$ cat src/rtl/core_wbu_top.sv
// Write-back stage: accepts executed instructions, drives the GPR write port,
// performs CSR reads for CSR instructions, and counts retired instructions.
module core_wbu_top #(
    parameter int INSTRET_W = 64
) (
    input  logic                 clk,
    input  logic                 rstn,
    input  logic                 wbu_rx_valid,
    output logic                 wbu_rx_ready,
    input  logic [31:0]          wbu_rx_exu_res,
    input  logic [31:0]          wbu_rx_pc,
    input  logic [31:0]          wbu_rx_pc_seq,
    input  logic [31:0]          wbu_rx_imme,
    input  logic                 wbu_rx_alu_valid,
    input  logic                 wbu_rx_imme_valid,
    input  logic                 wbu_rx_pc_valid,
    input  logic                 wbu_rx_pc_seq_valid,
    input  logic                 wbu_rx_csr_valid,
    input  logic [4:0]           wbu_rx_rd_idx,
    output logic                 wbu_csr_req_valid,
    input  logic                 wbu_csr_req_ready,
    output logic [11:0]          wbu_csr_req_addr,
    input  logic                 wbu_csr_rsp_valid,
    input  logic [31:0]          wbu_csr_rsp_data,
    output logic                 wbu_gpr_wr_en,
    output logic [4:0]           wbu_gpr_wr_idx,
    output logic [31:0]          wbu_gpr_wr_data,
    output logic [INSTRET_W-1:0] wbu_instret,
    output logic                 wbu_sel_err
);

    typedef enum logic [1:0] {
        S_IDLE,
        S_CSR_REQ,
        S_CSR_RSP
    } state_t;

    localparam logic [INSTRET_W-1:0] INSTRET_ONE = {{(INSTRET_W-1){1'b0}}, 1'b1};

    state_t      state;
    logic [4:0]  csr_rd;
    logic        acc;
    logic [2:0]  flag_cnt;
    logic        has_src;
    logic [31:0] src_data;

    assign wbu_rx_ready = (state == S_IDLE);
    assign acc          = wbu_rx_valid && wbu_rx_ready;

    assign flag_cnt = {2'b00, wbu_rx_alu_valid} + {2'b00, wbu_rx_imme_valid}
                    + {2'b00, wbu_rx_pc_valid} + {2'b00, wbu_rx_pc_seq_valid}
                    + {2'b00, wbu_rx_csr_valid};

    // Non-CSR source mux; CSR takes priority and is handled by the FSM instead.
    always_comb begin
        has_src  = 1'b1;
        src_data = 32'h0;
        if (wbu_rx_alu_valid)         src_data = wbu_rx_exu_res;
        else if (wbu_rx_imme_valid)   src_data = wbu_rx_imme;
        else if (wbu_rx_pc_valid)     src_data = wbu_rx_pc;
        else if (wbu_rx_pc_seq_valid) src_data = wbu_rx_pc_seq;
        else                          has_src  = 1'b0;
    end

    always_ff @(posedge clk or negedge rstn) begin
        if (!rstn) begin
            state             <= S_IDLE;
            csr_rd            <= 5'd0;
            wbu_csr_req_valid <= 1'b0;
            wbu_csr_req_addr  <= 12'h0;
            wbu_gpr_wr_en     <= 1'b0;
            wbu_gpr_wr_idx    <= 5'd0;
            wbu_gpr_wr_data   <= 32'h0;
            wbu_instret       <= '0;
            wbu_sel_err       <= 1'b0;
        end else begin
            wbu_gpr_wr_en <= 1'b0;
            if (acc && flag_cnt > 3'd1) begin
                wbu_sel_err <= 1'b1;
            end
            case (state)
                S_IDLE: begin
                    if (acc) begin
                        if (wbu_rx_csr_valid) begin
                            csr_rd            <= wbu_rx_rd_idx;
                            wbu_csr_req_addr  <= wbu_rx_imme[11:0];
                            wbu_csr_req_valid <= 1'b1;
                            state             <= S_CSR_REQ;
                        end else begin
                            wbu_instret <= wbu_instret + INSTRET_ONE;
                            if (has_src && wbu_rx_rd_idx != 5'd0) begin
                                wbu_gpr_wr_en   <= 1'b1;
                                wbu_gpr_wr_idx  <= wbu_rx_rd_idx;
                                wbu_gpr_wr_data <= src_data;
                            end
                        end
                    end
                end
                S_CSR_REQ: begin
                    if (wbu_csr_req_ready) begin
                        wbu_csr_req_valid <= 1'b0;
                        state             <= S_CSR_RSP;
                    end
                end
                S_CSR_RSP: begin
                    if (wbu_csr_rsp_valid) begin
                        wbu_instret <= wbu_instret + INSTRET_ONE;
                        if (csr_rd != 5'd0) begin
                            wbu_gpr_wr_en   <= 1'b1;
                            wbu_gpr_wr_idx  <= csr_rd;
                            wbu_gpr_wr_data <= wbu_csr_rsp_data;
                        end
                        state <= S_IDLE;
                    end
                end
                default: begin
                    wbu_csr_req_valid <= 1'b0;
                    state             <= S_IDLE;
                end
            endcase
        end
    end

endmodule

$ cat config.mk
export PLATFORM = sky130hd
export DESIGN_NAME = core_wbu_top
export DESIGN_NICKNAME = d
export VERILOG_FILES = /design/src/rtl/core_wbu_top.sv
export SDC_FILE = /design/constraint.sdc
export NUM_CORES = 1
export LEC_CHECK = 0
export BUFFER_PORTS_ARGS = -buffer_cell sky130_fd_sc_hd__buf_2
export CORE_MARGIN = 2
export CORE_UTILIZATION = 51
export DETAILED_ROUTE_END_ITERATION = 8
export PLACE_DENSITY_LB_ADDON = 0.3
export SLEW_MARGIN = 10
export SYNTH_ARGS = -nofsm -noshare
export SYNTH_HDL_FRONTEND = slang
export SYNTH_SLANG_ARGS = --single-unit
export TNS_END_PERCENT = 20
$ cat constraint.sdc
create_clock -name clk -period 4.6 [get_ports clk]
set_clock_uncertainty 0.2 [all_clocks]
set_input_delay 0.46 -clock clk [delete_from_list [all_inputs] [get_ports clk]]
set_output_delay 0.46 -clock clk [all_outputs]
set_load 0.005 [all_outputs]
# Word-level counts from Yosys, hierarchy flattened
# Cells that the tools add are included.
# classes
div,0
n_shift,0
n_bitwise,1
muxes,39
add_sub_neg,5
reduce_logical,12
mul,0
eq_ne,9
order_cmp,1
# ops
op,n
two-way mux 32 bit,9
two-way mux 64 bit,3
one-hot mux 64 bit (2 select lines),1
adder 64 x 1 -> 64 bit (second input constant),1
one-hot mux 32 bit (2 select lines),1
two-way mux 5 bit,5
two-way mux 1 bit,12
AND reduction 4 bit,3
one-hot mux 5 bit (2 select lines),1
nonzero test 5 bit,2
two-way mux 2 bit,4
!= test 2 bit (second input constant),4
adder 3 x 1 -> 3 bit,2
!= test 2 x 1 -> 1 bit (second input constant),3
one-hot mux 2 bit (3 select lines),1
AND reduction 6 bit,1
adder 2 x 1 -> 3 bit,1
greater-than comparator 3 x 1 -> 1 bit (second input constant),1
logical AND 1 bit,3
one-hot mux 1 bit (3 select lines),1
AND reduction 3 bit,1
adder 1 x 1 -> 2 bit,1
equality test 2 x 1 -> 1 bit (second input constant),1
equality test 2 bit (second input constant),1
other kinds (4),4
# word_totals
output_inout_bits,117
word_cells,76
mem_count,0
ramBits,0
regBits,123
rom_bits,0
input_bits,175
latchBits,0

# Logic depth before layout (Yosys ltp)
# depth
word_depth,9
depth_mapped,8

# Worst setup path after synthesis
# No wires, ideal clock.
# synth_timing
path_type,reg2reg
from,register wbu_instret[13]
to,register wbu_instret[58]
setup_time_ns,0.126
path_stages_with_launch,6
t_required_ns,4.274
path_buffers,0
arrival_ns,1.866
path_slack_ns,2.408
path_cell_list,dfrtp_1 > nand4_2 > or4_4 > nor4_4 > nand4_1 > xnor2_1
# synth_via
elab_chain_len,4
word_cells_on_any_way,5
# synth_rtl
item,line_no,text
start: declaration,28,"output logic [INSTRET_W-1:0] wbu_instret,"
start signal: assignment,90,wbu_instret <= wbu_instret + INSTRET_ONE;
start signal: assignment,107,wbu_instret <= wbu_instret + INSTRET_ONE;
adder 64 x 1 -> 64 bit *,"90, 107",
two-way mux 64 bit,84,if (wbu_rx_csr_valid) begin
two-way mux 64 bit,83,if (acc) begin
one-hot mux 64 bit (2 select lines) *,81,case (state)
# Mark *: on every way between the ends. The rest lies on a longest branch, timed or not. The select of a mux whose other input is x is not followed.
# A chain may end at the register's enable or synchronous reset.

# Worst setup path in the final report
# layout_timing
from,register wbu_instret[13]
to,register wbu_instret[47]
# The elaborated chain is that of the path after synthesis.

==> impl_metrics.yaml <==
routing:
  detail_route.first_pass.iterations: 5
  met2_length_um: 9880
  detail_route.wl_per_cell_um: 18.0
  route.layer.met1.wl_um: 7950
  met3_wirelength_um: 1570
  drt_drc_violations_left: 0
  ant_nets: 0
  finalWirelength_um: 20000
  highest-signal-layer: "met4"
  vias_per_cell: 5.81
  detailedRoute.firstIterationViolations: 559
  vias: 6459
cells_and_area:
  mostFrequentLayoutCell: "buf_2"
  final_net_count: 1107
  synthToLayoutAreaGrowth_pct: 33.9
  antenna_cells_inserted: 0
  nFillCells: 1010
  layout_cell_share_with_drive_strength_beyond_1: 0.381
  most-common-layout-cells: "290 x buf_2, 123 x dfrtp_1, 66 x a21oi_1, 49 x nor2_1, 38 x xnor2_1"
clock_tree:
  worst_setup_hold_path_clk_slew_ns: 0.05
  cts-root-buf: "clkbuf_16"
  worst_skew_pair.late_latency_ns: 0.41
  postCtsResizedCells: 0
  tritoncts: "built"
  tritoncts_num_sinks: 123
  max-clock-path-buffers: 2
  cts_inserted_buffers: 17
  ctsHtreeMaxLevel: 4
critical_path:
  critical_path_capture_point_type: "flop"
  r2r_cells: 5
  cp_cell_instances: "nand4_2, nor4_2, nand4_2, nor4_1, xnor2_1"
  timing.critical_path.arrival_ns: 2.73
  start_kind: "flop"
  cpMostUsedCell: "nand4_2"
  timing.setup.critical_path_class: "reg2reg"
  cp_num_buf_inv: 0
  cp_data_required_time_ns: 4.74
  critPathMaxStageDelay_ns: 0.52
  crit_slowest_cell: "nor4_1"
  worst-path-max-fanout: 14
  worstSetupPathDepth: 5
  crit_family: "simple AND/OR/NAND/NOR gates"
die:
  floorplan.initialDensity: 0.517
  die-width_um: 116
  die_area_um2: 13500
  num_io_pins: 292
  floorplan.rows: 41
  core_region_area_um2: 12500
  die-height_um: 116
sta:
  timing.final.crit_share: 0.563
  setup_tns_ns: 0
  max_slew_margin: 0.338
  min_period_ns: 2.59
  maximum_clock_rate_mhz: 386
  rsz_0062_raised_after_global_routing: "false"
  fin_worst_hold_slack_ns: 0.0522
  setup_viol: 0
  hold_violation_count_in_the_final_report: 0
  slew_viol_final: 0
  worst_pin_slew_ns: 0.993
yosys:
  synthesis.area_per_instance_um2: 9.81
  synth.yosys.warnings: 0
  ys_seq_area_frac: 0.478
  ys_types: 45
  synth_cells: 657
  synth.cell_area_um2: 6440
  synth.net_count: 835
  synth_seq_cells: 123
pwr:
  power_leakage_nw: 4.17
  internal_power_mw: 2.68
  clock_power_share: 0.364
  share_seq_of_total_power: 0.396
  peakVddDrop_mv: 0.301
  power_per_cell_area_nw_per_um2: 438
  power_switching_share: 0.292
  p_sw_mw: 1.10
  share_comb_of_total_power: 0.239
min_path:
  min_delay_path_depth: 2
  hp-class: "in2reg"
placement:
  gp_congestion: 0.944
  dpl.hpwl_um: 14300
  placement.io_buffers: 291
global_routing:
  antenna_violations_before_repair: 0
  grt_overflow: 0
  global_route_wire_length_before_repair_um: 30200
  global_route.usage.total: 0.289
  pin_count_of_the_biggest_net_entering_global_routing: 76
  first_global_vias: 5929
flow_run:
  max_cap_violations: 0
run_status:
  status: "finished clean"
registers in the layout, indices dropped and copies added, names as in the netlist:
register,flops
csr_rd,5
state,2
wbu_csr_req_addr,12
wbu_csr_req_valid,1
wbu_gpr_wr_data,32
wbu_gpr_wr_en,1
wbu_gpr_wr_idx,5
wbu_instret,64
wbu_sel_err,1
cells by family (layout without fill, tap and decap cells):
logic type               Yosys count  in the layout  synth area share
adder cells (fa/ha/maj)            3              3           0.00699
multiplexers                      18             18            0.0315
AO/OA/AOI/OAI                    177            177             0.173
flip-flops                       123            123             0.478
buffers and inverters             52            335            0.0319
XOR/XNOR                          63             63            0.0856
AND/OR/NAND/NOR                  221            221             0.193
synthesized netlist by cell type (all sizes together):
library cell	count	area [um2]
or3	2	12.5
a31oi	5	31.3
o31ai	32	240
nand2	36	135
o22ai	1	6.26
nand2b	2	12.5
and3	9	56.3
buf	12	55.1
nor2	49	184
mux2	18	203
ha	2	25.0
or2	1	6.26
a32oi	1	8.76
nand3	18	90.1
o21ai	33	165
o41ai	1	8.76
dfrtp	123	3080
o2bb2ai	1	8.76
nor2b	34	213
nor4	9	103
nand4bb	1	11.3
o21bai	2	15.0
clkbuf	33	124
o211ai	1	7.51
and4	13	114
a21oi	66	330
nand4	23	156
a221oi	32	280
or4	3	26.3
a211oi	1	7.51
nand4b	1	8.76
inv	7	26.3
nor3b	2	20.0
nor3	15	75.1
and2	3	18.8
xnor2	38	333
fa	1	20.0
xor2	25	219
a21o	1	7.51
timing repair:
| item | in CTS | in global routing |
|---|---|---|
| hold buffers | 1 | 0 |
| endpoints found under the setup margin | 0 | 0 |
| hold endpoints to repair | 53 | 0 |
| setup buffers | 0 | 0 |
routing by layer:
layer | track usage | up-vias
li1 | - | 2954
met4 | 0.129 | 0
met5 | 0 | -
met2 | 0.471 | 340
met3 | 0.0721 | 46
met1 | 0.366 | 3119
worst paths after layout:
check,end,start,slack (ns)
max,wbu_instret[47]$_DFFE_PN0P_,wbu_instret[13]$_DFFE_PN0P_,2.01
min,state[0]$_DFFE_PN0P_,wbu_csr_req_ready,0.05
max reg2reg,wbu_instret[47]$_DFFE_PN0P_,wbu_instret[13]$_DFFE_PN0P_,2.01
min reg2reg,wbu_instret[63]$_DFFE_PN0P_,wbu_instret[63]$_DFFE_PN0P_,0.26
max in group asynchronous,wbu_gpr_wr_data[30]$_DFFE_PN0P_,rstn,2.77
min in group asynchronous,wbu_instret[14]$_DFFE_PN0P_,rstn,0.44
power groups by stage:
stage,logic (mW),registers (mW),clock network [mW]
6_report,0.904,1.50,1.38
5_1_grt,1.00,1.53,1.44
4_1_cts,0.909,1.50,1.39
3_5_place_dp,0.912,1.50,0
3_3_place_gp,0.887,1.51,0
2_1_floorplan,0.438,1.50,0
through the flow:
step	setup slack, ns	total power, mW	util	instance area [um2]	std cells
6_report	2.01	3.78	0.692	8620	1112
3_3_place_gp	1.62	2.39	0.641	8000	1081
2_1_floorplan	2.41	1.94	-	6440	657
5_1_grt	1.78	3.97	0.692	8620	1112
4_1_cts	1.97	3.80	0.691	8620	1112
3_5_place_dp	1.55	2.41	0.641	8000	1081
final cells by class:
class	instances	area, um2	area share
clock inverters	7	113	0.0131
well taps	172	215	0.0250
multi-input cells	482	3180	0.369
clock buffers	23	498	0.0577
inverters	7	26.3	0.00305
repair buffers	298	1510	0.176
flip-flops and latches	123	3080	0.357
Power figures use the tool's default switching activity.
